--- config.mk ---
export PLATFORM = sky130hd
export DESIGN_NAME = sram_hd_req_ctrl
export DESIGN_NICKNAME = d
export VERILOG_FILES = /design/src/rtl/sram_ctrl_pkg.sv /design/src/rtl/sram_rsp_fifo.sv /design/src/rtl/sram_hd_req_ctrl.sv
export SDC_FILE = /design/constraint.sdc
export NUM_CORES = 1
export LEC_CHECK = 0
export BUFFER_PORTS_ARGS = -buffer_cell sky130_fd_sc_hd__buf_2
export CAP_MARGIN = 20
export CORE_AREA = 2 2 271 273
export DETAILED_ROUTE_END_ITERATION = 10
export DIE_AREA = 0 0 273 275
export PLACE_DENSITY_LB_ADDON = 0.25
export SLEW_MARGIN = 20
export SYNTH_ARGS = -nofsm -noshare
export SYNTH_HDL_FRONTEND = slang
export SYNTH_HIERARCHICAL = 1
export SYNTH_SLANG_ARGS = --single-unit
--- constraint.sdc ---
create_clock -name CLK -period 6.6 [get_ports CLK]
set_input_delay 0.66 -clock CLK [delete_from_list [all_inputs] [get_ports CLK]]
set_output_delay 0.66 -clock CLK [all_outputs]
set_load 0.02 [all_outputs]
--- src/rtl/sram_ctrl_pkg.sv ---
// Shared configuration for the 128x4096 high-density SRAM controller.
// Contents:
//   DW, AW, BEW : data width, word-address width, byte-enable width
//   be2mask     : byte enables (active-high) -> active-low bit write mask
//   sram_req_t  : request payload as carried on the memory-mux side
package sram_ctrl_pkg;

  localparam int unsigned DW  = 128;
  localparam int unsigned AW  = 12;
  localparam int unsigned BEW = DW / 8;

  typedef struct packed {
    logic           we;
    logic [AW-1:0]  addr;
    logic [DW-1:0]  wdata;
    logic [BEW-1:0] be;
  } sram_req_t;

  // Each byte-enable bit clears (enables) its eight mask bits.
  function automatic logic [DW-1:0] be2mask(input logic [BEW-1:0] be);
    logic [DW-1:0] mask;
    mask = '1;
    for (int unsigned i = 0; i < BEW; i++) begin
      mask[i*8 +: 8] = {8{~be[i]}};
    end
    return mask;
  endfunction

endpackage

--- src/rtl/sram_rsp_fifo.sv ---
// Synchronous response FIFO for SRAM read data.
// Ports:
//   clk, rst  : clock, synchronous active-high reset
//   i_push    : write i_wdata at the tail
//   i_pop     : drop the head entry (ignored when empty)
//   o_rdata   : head entry, stable until popped
//   o_count   : number of stored entries
//   o_full    : count == DEPTH
//   o_empty   : count == 0
module sram_rsp_fifo #(
  parameter  int unsigned DW    = 128,
  parameter  int unsigned DEPTH = 2,
  localparam int unsigned CW    = $clog2(DEPTH + 1)
) (
  input  logic          clk,
  input  logic          rst,
  input  logic          i_push,
  input  logic [DW-1:0] i_wdata,
  input  logic          i_pop,
  output logic [DW-1:0] o_rdata,
  output logic [CW-1:0] o_count,
  output logic          o_full,
  output logic          o_empty
);

  localparam int unsigned PW = (DEPTH > 1) ? $clog2(DEPTH) : 1;

  logic [DW-1:0] r_mem [DEPTH];
  logic [PW-1:0] r_wr_ptr;
  logic [PW-1:0] r_rd_ptr;
  logic [CW-1:0] r_count;
  logic          w_pop;

  // Pointer increment with wrap for any depth, not only powers of two.
  function automatic logic [PW-1:0] ptr_inc(input logic [PW-1:0] p);
    return (p == PW'(DEPTH - 1)) ? '0 : p + PW'(1);
  endfunction

  assign w_pop   = i_pop & ~o_empty;
  assign o_rdata = r_mem[r_rd_ptr];
  assign o_count = r_count;
  assign o_full  = (r_count == CW'(DEPTH));
  assign o_empty = (r_count == '0);

  // Storage array, no reset needed.
  always_ff @(posedge clk) begin
    if (i_push) begin
      r_mem[r_wr_ptr] <= i_wdata;
    end
  end

  // Pointers and occupancy.
  always_ff @(posedge clk) begin
    if (rst) begin
      r_wr_ptr <= '0;
      r_rd_ptr <= '0;
      r_count  <= '0;
    end else begin
      if (i_push) r_wr_ptr <= ptr_inc(r_wr_ptr);
      if (w_pop)  r_rd_ptr <= ptr_inc(r_rd_ptr);
      case ({i_push, w_pop})
        2'b10:   r_count <= r_count + CW'(1);
        2'b01:   r_count <= r_count - CW'(1);
        default: r_count <= r_count;
      endcase
    end
  end

endmodule

--- src/rtl/sram_hd_req_ctrl.sv ---
// Initiator-side controller for the 128x4096 high-density single-port SRAM.
// Turns a valid/ready request stream into the macro's active-low port and
// returns read data through a credit-protected response FIFO.
// Ports:
//   CLK, RST               : clock, synchronous active-high reset
//   req_valid/req_ready    : request handshake
//   req_we/addr/wdata/be   : request payload (we=1 write, be active-high)
//   rsp_valid/rsp_ready    : read response handshake, rsp_rdata payload
//   CEN/GWEN/WEN/A/D       : SRAM drive (active-low enables and bit mask)
//   Q                      : SRAM read data, valid the cycle after a read
module sram_hd_req_ctrl #(
  parameter int unsigned DW        = sram_ctrl_pkg::DW,
  parameter int unsigned AW        = sram_ctrl_pkg::AW,
  parameter int unsigned RSP_DEPTH = 2
) (
  input  logic              CLK,
  input  logic              RST,
  input  logic              req_valid,
  output logic              req_ready,
  input  logic              req_we,
  input  logic [AW-1:0]     req_addr,
  input  logic [DW-1:0]     req_wdata,
  input  logic [DW/8-1:0]   req_be,
  output logic              rsp_valid,
  input  logic              rsp_ready,
  output logic [DW-1:0]     rsp_rdata,
  output logic              CEN,
  output logic              GWEN,
  output logic [DW-1:0]     WEN,
  output logic [AW-1:0]     A,
  output logic [DW-1:0]     D,
  input  logic [DW-1:0]     Q
);

  localparam int unsigned BEW = DW / 8;
  localparam int unsigned CW  = $clog2(RSP_DEPTH + 1);
  localparam int unsigned OW  = CW + 1;

  logic          r_rd_inflight;
  logic          w_fire;
  logic          w_wr_fire;
  logic          w_pop;
  logic          w_full;
  logic          w_empty;
  logic [CW-1:0] w_count;
  logic [OW-1:0] w_occ;
  logic [DW-1:0] w_wmask;

  // Credit: buffered responses plus the read whose data lands this cycle.
  // A same-cycle pop frees a slot, which keeps reads streaming at depth 2.
  assign w_occ     = OW'(w_count) + OW'(r_rd_inflight);
  assign w_pop     = rsp_valid & rsp_ready;
  assign req_ready = ~RST & ((w_occ < OW'(RSP_DEPTH)) | w_pop);
  assign w_fire    = req_valid & req_ready;
  assign w_wr_fire = w_fire & req_we;

  // Byte enables to active-low bit mask.
  always_comb begin
    w_wmask = '1;
    for (int unsigned i = 0; i < BEW; i++) begin
      w_wmask[i*8 +: 8] = {8{~req_be[i]}};
    end
  end

  // SRAM port drive.
  assign CEN  = ~w_fire;
  assign GWEN = ~w_wr_fire;
  assign WEN  = w_wr_fire ? w_wmask : '1;
  assign A    = req_addr;
  assign D    = req_wdata;

  // Marks the cycle in which Q carries data for an accepted read.
  always_ff @(posedge CLK) begin
    if (RST) r_rd_inflight <= 1'b0;
    else     r_rd_inflight <= w_fire & ~req_we;
  end

  sram_rsp_fifo #(
    .DW    (DW),
    .DEPTH (RSP_DEPTH)
  ) u_rsp_fifo (
    .clk     (CLK),
    .rst     (RST),
    .i_push  (r_rd_inflight),
    .i_wdata (Q),
    .i_pop   (w_pop),
    .o_rdata (rsp_rdata),
    .o_count (w_count),
    .o_full  (w_full),
    .o_empty (w_empty)
  );

  assign rsp_valid = ~w_empty;

  // Credit guarantees a push never meets a full FIFO without a same-cycle pop.
  always_ff @(posedge CLK) begin
    if (!RST) begin
      assert (!(r_rd_inflight && w_full && !w_pop));
    end
  end

endmodule
==> results.json, run 1 <==
{
  "grt_overflow": 0,
  "gp_congestion": 0.748,
  "worst_pin_slew_ps": 926,
  "p_sw_share_pct": 23.1,
  "crit_type": "reg -> out",
  "critPathArrivalTime_ps": 2710,
  "crit_fanout": 19,
  "final_core_util_pct": 19.3,
  "postPlaceCellArea_mm2": 0.0129,
  "synth-warning-count": 6,
  "min_to": "u_rsp_fifo/r_mem[1][101]",
  "end_kind": "primary output",
  "syn_inst": 706,
  "chipWidth_um": 273,
  "syn-cell-area_mm2": 0.0116,
  "fmax_ghz": 0.297,
  "route.met3.wl_um": 2950,
  "wl_met2_um": 14300,
  "min_from": "Q[101]",
  "cts_buffer_depth": 3,
  "final_common_cell": "buf_2",
  "grt_pass1_wl_um": 39400,
  "wirelength_um": 28300,
  "period_needed_ps": 3370,
  "cp-start-kind": "register",
  "clk_pin_slew_worst_paths_ps": 60,
  "clock_power_share_pct": 44.7,
  "vias": 6187,
  "drv_cap": 0,
  "ant_nets": 0,
  "hold_class": "in -> reg",
  "crit_slowest_cell": "o2111ai_1",
  "ff2ff_setup_slack_ps": 4130,
  "hold_viol": 0,
  "pwr_density_cell_mw_per_mm2": 276,
  "skew_ps": 15.3,
  "start_util_pct": 16.0,
  "setup_viol": 0,
  "finalCritPeriodShare_pct": 51.0,
  "p_switching_uw": 889,
  "dp_cells": 1806,
  "rows": 99,
  "nFillCells": 7867,
  "grt_pass1_vias": 6256,
  "p_int_mw": 2.96,
  "drive_above_1_share_pct": 65.3,
  "synth_nets": 996,
  "relSlewSlack_pct": 38.3,
  "syn_area_per_cell_um2": 16.4,
  "r2r-end": "u_rsp_fifo/r_mem[0][72]",
  "finalNonFillerCells": 1872,
  "cts_tree": "yes",
  "setup_tns_ps": 0,
  "grt_use_total_pct": 7.06,
  "fin_ws_ps": 3230,
  "die_h_um": 275,
  "crit_path_max_incr_delay_ps": 690,
  "antenna_found_initial": 5,
  "worst-r2r-cell-count": 3,
  "wirelength_met1_um": 9780,
  "drv_slew": 0,
  "design.portCount": 689,
  "remaining_drc_errors": 0,
  "critPathRequiredTime_ps": 5940,
  "post_cts_resized": 0,
  "seqPwrFrac_pct": 48.8,
  "cts_root_buf": "clkbuf_16",
  "dr.pass1.iters": 4,
  "rr_startpoint": "r_rd_inflight",
  "cts_buffers": 34,
  "drtIter0Drc": 153,
  "vdd_drop_max_mv": 0.132,
  "p_leak_nw": 4.87,
  "htreeDepth": 2,
  "clkSinkCount": 262,
  "core_area_mm2": 0.0723,
  "holdBufCountCts": 0,
  "clk_latency_ps": 530,
  "cp_cell_sequence": "nor2_1 > nand2b_4 > inv_2 > o2111ai_1 > buf_2",
  "dieArea_mm2": 0.0751,
  "area_growth_pct": 20.2,
  "routedWlPerCell_um": 15.1,
  "top_layer": "met5",
  "rsz0062_at_grt": "no",
  "grt_max_degree": 81,
  "finalInstanceArea_mm2": 0.0139,
  "hpwl_um": 19400,
  "pre_cts_ws_ps": 3130,
  "postCtsSetupBuffers": 0,
  "finalNetCount": 1173,
  "port_buffers": 408,
  "outcome": "finished, final reports clean",
  "min_path_cells": 1,
  "comb_power_share_pct": 6.5,
  "layout_common_cells": "buf_2 (408), edfxtp_1 (256), mux2_2 (128), clkbuf_16 (34), o2111ai_1 (16)",
  "vias_per_cell": 3.31
}
-- power by group through the flow --
stage	clock network [mW]	registers [mW]	logic, mW
floorplan	0	1.91	0.281
global placement	0	1.91	0.255
detailed placement	0	1.91	0.258
CTS	1.82	1.88	0.259
global route	1.88	1.88	0.273
finish	1.72	1.88	0.252
-- metal layers --
metal	global-route usage, %	up-vias
li1	-	2702
met1	6.81	2992
met2	12.7	413
met3	3.24	76
met4	3.57	4
met5	0	-
-- how the worst max path moves through the flow --
| stage | start | to | slack, ps | cells after the start |
|---|---|---|---|---|
| after global routing | u_rsp_fifo/o_count[1] | WEN[88] | 2970 | 5 |
| after CTS | u_rsp_fifo/o_count[0] | WEN[88] | 2890 | 5 |
| after floorplan | r_rd_inflight | u_rsp_fifo/r_mem[0][0] | 160 | 2 |
| after detailed placement | RST | WEN[88] | 3130 | 4 |
| final | u_rsp_fifo/o_count[0] | WEN[88] | 3230 | 5 |
| after global placement | RST | WEN[88] | 3240 | 4 |
-- through the flow --
stage	power [mW]	hold slack [ps]
6_report	3.85	307
5_1_grt	4.03	262
4_1_cts	3.96	252
3_5_place_dp	2.17	520
3_3_place_gp	2.16	496
2_1_floorplan	2.20	481
-- final cells by class --
class | instances | area [µm²] | share of cell area, %
Sequential cell | 262 | 7810 | 56.1
Multi-Input combinational cell | 168 | 1770 | 12.7
Inverter | 4 | 15.0 | 0.108
Antenna cell | 4 | 10.0 | 0.0719
Timing Repair Buffer | 413 | 2090 | 15.0
Clock inverter | 19 | 146 | 1.05
Clock buffer | 43 | 885 | 6.35
Tap cell | 959 | 1200 | 8.61
-- critical path, delay by kind of cell (launching register included) --
family	cells	cell delay, ps
compound gates	1	690
buf+inv	2	480
flops	1	390
simple gates	2	620
-- registers in the layout, indices dropped and copies added (netlist names), named ones only --
| name | flops |
|---|---|
| u_rsp_fifo/r_mem | 256 |
| u_rsp_fifo/r_wr_ptr | 1 |
| u_rsp_fifo/o_count | 2 |
| r_rd_inflight | 1 |
| u_rsp_fifo/r_rd_ptr | 1 |
(Power assumes the default switching activity.)
==> inputs of run 2 (changes only) <==
--- a/config.mk
+++ b/config.mk
@@ -5,6 +5,7 @@
 export SDC_FILE = /design/constraint.sdc
 export NUM_CORES = 1
 export LEC_CHECK = 0
+export ABC_AREA = 1
 export BUFFER_PORTS_ARGS = -buffer_cell sky130_fd_sc_hd__buf_2
 export CAP_MARGIN = 20
 export CORE_AREA = 2 2 271 273
==> constraint.sdc (replaced) <==
create_clock -name CLK -period 2.75 [get_ports CLK]
set_input_delay 0.275 -clock CLK [delete_from_list [all_inputs] [get_ports CLK]]
set_output_delay 0.275 -clock CLK [all_outputs]
set_load 0.02 [all_outputs]
==> run 2 against run 1 <==
First-iteration DRC count up 83%. Hold slack worse by 130 ps. Power up 140%. Setup slack worse by 3000 ps. Synthesized cell count up 1.6%. Wire length up 35%. Global-route usage up 2.4 points. Utilization up 1.9 points. Die area unchanged. Area after synthesis up 0.37%. Critical path depth up 1. Critical path type unchanged.
==> results.json, run 2 <==
{
  "grt_pass1_wl_um": 50600,
  "htreeDepth": 2,
  "clk_latency_ps": 530,
  "ff2ff_setup_slack_ps": 1130,
  "synth-warning-count": 6,
  "worst-r2r-cell-count": 3,
  "vdd_drop_max_mv": 0.323,
  "min_to": "r_rd_inflight",
  "setup_tns_ps": 0,
  "min_from": "req_valid",
  "crit_path_max_incr_delay_ps": 430,
  "synth_nets": 1007,
  "dp_cells": 1824,
  "worst_pin_slew_ps": 445,
  "finalCritPeriodShare_pct": 92.2,
  "fmax_ghz": 0.394,
  "final_core_util_pct": 21.2,
  "regMostFlops": "u_rsp_fifo/r_mem",
  "gp_congestion": 0.727,
  "outcome": "finished, final reports clean",
  "path_buf_inv": 2,
  "rsz0062_at_grt": "no",
  "crit_fanout": 17,
  "routedWlPerCell_um": 18.8,
  "cp_cell_sequence": "nor2_1 > inv_2 > nand2_2 > a21oi_4 > nand4_1 > buf_2",
  "dieArea_mm2": 0.0751,
  "syn_area_per_cell_um2": 16.2,
  "chipWidth_um": 273,
  "ant_nets": 0,
  "remaining_drc_errors": 0,
  "post_cts_resized": 0,
  "largest_reg_flops": 256,
  "r2r-end": "u_rsp_fifo/r_mem[0][3]",
  "design.portCount": 689,
  "wirelength_um": 38000,
  "die_h_um": 275,
  "setup_viol": 0,
  "crit_slowest_cell": "nand4_1",
  "drv_slew": 0,
  "skew_ps": 16.5,
  "cts_buffers": 35,
  "core_area_mm2": 0.0723,
  "dr.pass1.iters": 4,
  "hpwl_um": 28100,
  "cp-start-kind": "register",
  "clk_pin_slew_worst_paths_ps": 50,
  "syn-cell-area_mm2": 0.0116,
  "crit_family": "simple AND/OR/NAND/NOR gates",
  "pwr_density_cell_mw_per_mm2": 615,
  "period_needed_ps": 2540,
  "p_leak_nw": 5.49,
  "port_buffers": 408,
  "vias_per_cell": 3.37,
  "rr_startpoint": "r_rd_inflight",
  "end_kind": "primary output",
  "grt_use_total_pct": 9.49,
  "cts_tree": "yes",
  "drtIter0Drc": 280,
  "finalNonFillerCells": 2023,
  "final_common_cell": "buf_2",
  "min_path_cells": 3,
  "hold_viol": 0,
  "grt_overflow": 0,
  "start_util_pct": 16.1,
  "relSlewSlack_pct": 70.3,
  "postPlaceCellArea_mm2": 0.0129,
  "finalNetCount": 1323,
  "hold_class": "in -> reg",
  "critPathArrivalTime_ps": 2260,
  "clkSinkCount": 262,
  "syn_inst": 717,
  "crit_type": "reg -> out",
  "drive_above_1_share_pct": 57.0,
  "vias": 6819,
  "drv_cap": 0,
  "rows": 99,
  "finalInstanceArea_mm2": 0.0153,
  "critPathRequiredTime_ps": 2480,
  "grt_pass1_vias": 6888,
  "cts_buffer_depth": 3,
  "antenna_found_initial": 9,
  "layout_common_cells": "buf_2 (408), edfxtp_1 (256), dlygate4sd3_1 (129), mux2_2 (128), clkbuf_16 (35)",
  "area_growth_pct": 31.7,
  "grt_max_degree": 62,
  "cts_root_buf": "clkbuf_16"
}
==> run 2: worst register-to-register path: stages, from the launching register on <==
cell and delay [ps]:
dfxtp_1 380, inv_1 100, nor2_4 330, buf_12 380
==> run 2: repair_timing <==
action	CTS	global route
hold endpoints to repair	256	1
hold buffers	128	1
buffers inserted	0	2
setup endpoints to repair	0	21
==> run 2: worst max path at each step <==
stage,depth (start not counted),startpoint,slack [ps],end
2_1_floorplan,2,r_rd_inflight,20,u_rsp_fifo/r_mem[0][0]
3_3_place_gp,6,u_rsp_fifo/o_count[0],670,WEN[2]
3_5_place_dp,6,u_rsp_fifo/o_count[0],640,WEN[79]
4_1_cts,6,u_rsp_fifo/o_count[0],60,WEN[79]
5_1_grt,6,u_rsp_fifo/o_count[0],8,WEN[108]
6_report,6,u_rsp_fifo/o_count[0],210,WEN[6]
==> run 2: area by class of cell <==
cell class	count	area, µm²
Fill cell	7756	57000
Antenna cell	4	10.0
Inverter	10	41.3
Sequential cell	262	7810
Clock inverter	24	161
Clock buffer	40	895
Timing Repair Buffer	550	3510
Multi-Input combinational cell	174	1690
Tap cell	959	1200
==> run 2: where the power goes <==
group          switching [mW]  total, mW  internal [mW]
Sequential             0.0176       4.49           4.47
Clock                    1.75       4.20           2.45
Combinational           0.399      0.734          0.335
==> run 2: metal layers <==
| metal | wire length (µm) | up-vias | track usage (%) |
|---|---|---|---|
| met4 | 958 | 10 | 3.06 |
| met5 | 104 | - | 0.815 |
| li1 | - | 2986 | - |
| met2 | 17100 | 551 | 14.8 |
| met3 | 7140 | 61 | 8.50 |
| met1 | 12700 | 3211 | 8.96 |
==> run 2: metrics by stage <==
stage               setup WS, ps  power [mW]  hold WS [ps]
floorplan                   20.6        5.22           354
detailed placement           644        5.16           466
global placement             675        5.15           463
CTS                         61.1        9.64         0.684
finish                       215        9.42           181
global route                7.76        9.84           204
==> inputs of run 3 (changes only) <==
--- a/config.mk
+++ b/config.mk
@@ -5,7 +5,6 @@
 export SDC_FILE = /design/constraint.sdc
 export NUM_CORES = 1
 export LEC_CHECK = 0
-export ABC_AREA = 1
 export BUFFER_PORTS_ARGS = -buffer_cell sky130_fd_sc_hd__buf_2
 export CAP_MARGIN = 20
 export CORE_AREA = 2 2 271 273
==> run 3 against run 2 <==
Setup slack worse by 63 ps. Final cell count decreased by 1.1%. Combinational power rose by 4.9%. Hold slack improved by 260 ps. Power increased by 5.4%. Non-clock buffer count down 4. Count of clock-buffer cells in the layout is 1 higher.
==> results.json, run 3 (same netlist as run 1, synthesis figures left out) <==
{
  "fmax_ghz": 0.385,
  "area_growth_pct": 33.5,
  "p_sw_share_pct": 22.3,
  "grt_pass1_vias": 7013,
  "setup_viol": 0,
  "crit_fanout": 19,
  "multi_input_area_mm2": 0.00178,
  "dieArea_mm2": 0.0751,
  "outcome": "finished, final reports clean",
  "crit_family": "compound AO/OA/AOI/OAI gates",
  "finalCritPeriodShare_pct": 94.5,
  "ant_nets": 0,
  "drv_slew": 0,
  "hpwl_um": 19500,
  "end_kind": "primary output",
  "critPathArrivalTime_ps": 2320,
  "chipWidth_um": 273,
  "wirelength_um": 29100,
  "start_util_pct": 16.0,
  "relSlewSlack_pct": 54.9,
  "finalNetCount": 1308,
  "design.portCount": 689,
  "clk_pin_slew_worst_paths_ps": 50,
  "clock_power_share_pct": 46.9,
  "dr.pass1.iters": 4,
  "antenna_found_initial": 5,
  "die_h_um": 275,
  "p_int_mw": 7.71,
  "clkSinkCount": 262,
  "gp_congestion": 0.746,
  "rows": 99,
  "clk_latency_ps": 550,
  "grt_pass1_wl_um": 40900,
  "largest_reg_flops": 256,
  "ff2ff_setup_slack_ps": 650,
  "cts_buffers": 36,
  "min_to": "u_rsp_fifo/r_mem[0][63]",
  "vias_per_cell": 3.33,
  "port_buffers": 408,
  "final_common_cell": "buf_2",
  "regArea_mm2": 0.00782,
  "period_needed_ps": 2600,
  "pwr_density_cell_mw_per_mm2": 641,
  "vias": 6661,
  "postCtsSetupBuffers": 0,
  "crit_type": "reg -> out",
  "cp_cell_sequence": "nor2_1 > nand2b_4 > inv_2 > o2111ai_1 > buf_2",
  "rsz0062_at_grt": "no",
  "grt_max_degree": 78,
  "routedWlPerCell_um": 14.5,
  "path_buf_inv": 2,
  "final_core_util_pct": 21.4,
  "skew_ps": 13.0,
  "regMostFlops": "u_rsp_fifo/r_mem",
  "hold_class": "in -> reg",
  "layout_common_cells": "buf_2 (408), edfxtp_1 (256), dlygate4sd3_1 (131), mux2_2 (128), clkbuf_16 (36)",
  "cts_buffer_depth": 3,
  "hold_viol": 0,
  "drtIter0Drc": 236,
  "nFillCells": 7759,
  "rr_startpoint": "u_rsp_fifo/o_count[0]",
  "grt_overflow": 0,
  "worst-r2r-cell-count": 7,
  "min_from": "Q[63]",
  "seqPwrFrac_pct": 45.4,
  "finalPower_mw": 9.92,
  "htreeDepth": 2,
  "drive_above_1_share_pct": 58.3,
  "setup_tns_ps": 0,
  "core_area_mm2": 0.0723,
  "worst_pin_slew_ps": 676,
  "crit_path_max_incr_delay_ps": 620,
  "cts_root_buf": "clkbuf_16",
  "r2r-end": "u_rsp_fifo/o_count[1]",
  "comb_power_share_pct": 7.8,
  "crit_slowest_cell": "o2111ai_1",
  "vdd_drop_max_mv": 0.365,
  "drv_cap": 0,
  "cp-start-kind": "register",
  "critPathRequiredTime_ps": 2480,
  "grt_use_total_pct": 7.25,
  "min_path_cells": 2,
  "cts_tree": "yes",
  "p_switching_mw": 2.21,
  "p_leak_nw": 5.51,
  "remaining_drc_errors": 0
}
-- run 3: cell count changes in the layout (fill, tap and decap cells not counted), moves of 2 or more --
cell and delta:
nand4_1 -17, o2111ai_1 +14, nand2_1 -10, clkinv_1 -7, buf_4 -6, inv_1 -6, nor2_1 -6, bufinv_16 +4
diode_2 -3, xnor2_1 +3, dlygate4sd3_1 +2, inv_6 -2, o2111ai_2 +2
-- run 3: metrics by stage --
step	area [µm²]	instances	setup slack (ps)	hold slack, ps
finish	15500	2000	151	445
detailed placement	13000	1808	583	466
CTS	15500	1999	63.1	394
global route	15500	1999	28.0	418
floorplan	11600	706	20.3	341
global placement	13000	1808	653	462
-- run 3: power groups by stage --
stage	sequential (mW)	clock, mW	combinational [mW]
after floorplan	4.58	0	0.676
after global placement	4.58	0	0.619
after detailed placement	4.58	0	0.626
after CTS	4.50	4.88	0.790
after global routing	4.51	5.01	0.830
final	4.50	4.65	0.770
-- run 3: routing by layer --
| metal | vias up | wire length, µm | global-route usage (%) | share of wire, % |
|---|---|---|---|---|
| met1 | 3198 | 10500 | 7.34 | 36 |
| met3 | 73 | 2620 | 2.61 | 9.0 |
| met4 | 2 | 1030 | 3.62 | 3.6 |
| li1 | 2960 | - | - | - |
| met2 | 428 | 14900 | 13.1 | 51 |
| met5 | - | 13 | 0 | 0.045 |
-- run 3: what timing repair did --
action | CTS | global route
resized for setup | 2 | 0
setup endpoints to repair | 15 | 0
hold buffers | 131 | 0
hold endpoints to repair | 260 | 0
-- run 3: worst max-delay path by stage --
stage	slack [ps]	cells past startpoint	from	to
after detailed placement	580	5	u_rsp_fifo/o_count[0]	WEN[92]
after floorplan	20	2	r_rd_inflight	u_rsp_fifo/r_mem[0][0]
after CTS	60	5	u_rsp_fifo/o_count[0]	WEN[20]
after global routing	30	5	u_rsp_fifo/o_count[0]	WEN[120]
after global placement	650	5	u_rsp_fifo/o_count[0]	WEN[92]
final	150	5	u_rsp_fifo/o_count[0]	WEN[21]
-- run 3: final cells by class --
type	instances	area share, %
inverters	4	0.0970
diodes	1	0.0162
multi-input cells	168	11.5
clock buffers	41	5.94
flip-flops and latches	262	50.5
well taps	959	7.75
clock inverters	19	1.69
repair buffers	546	22.5
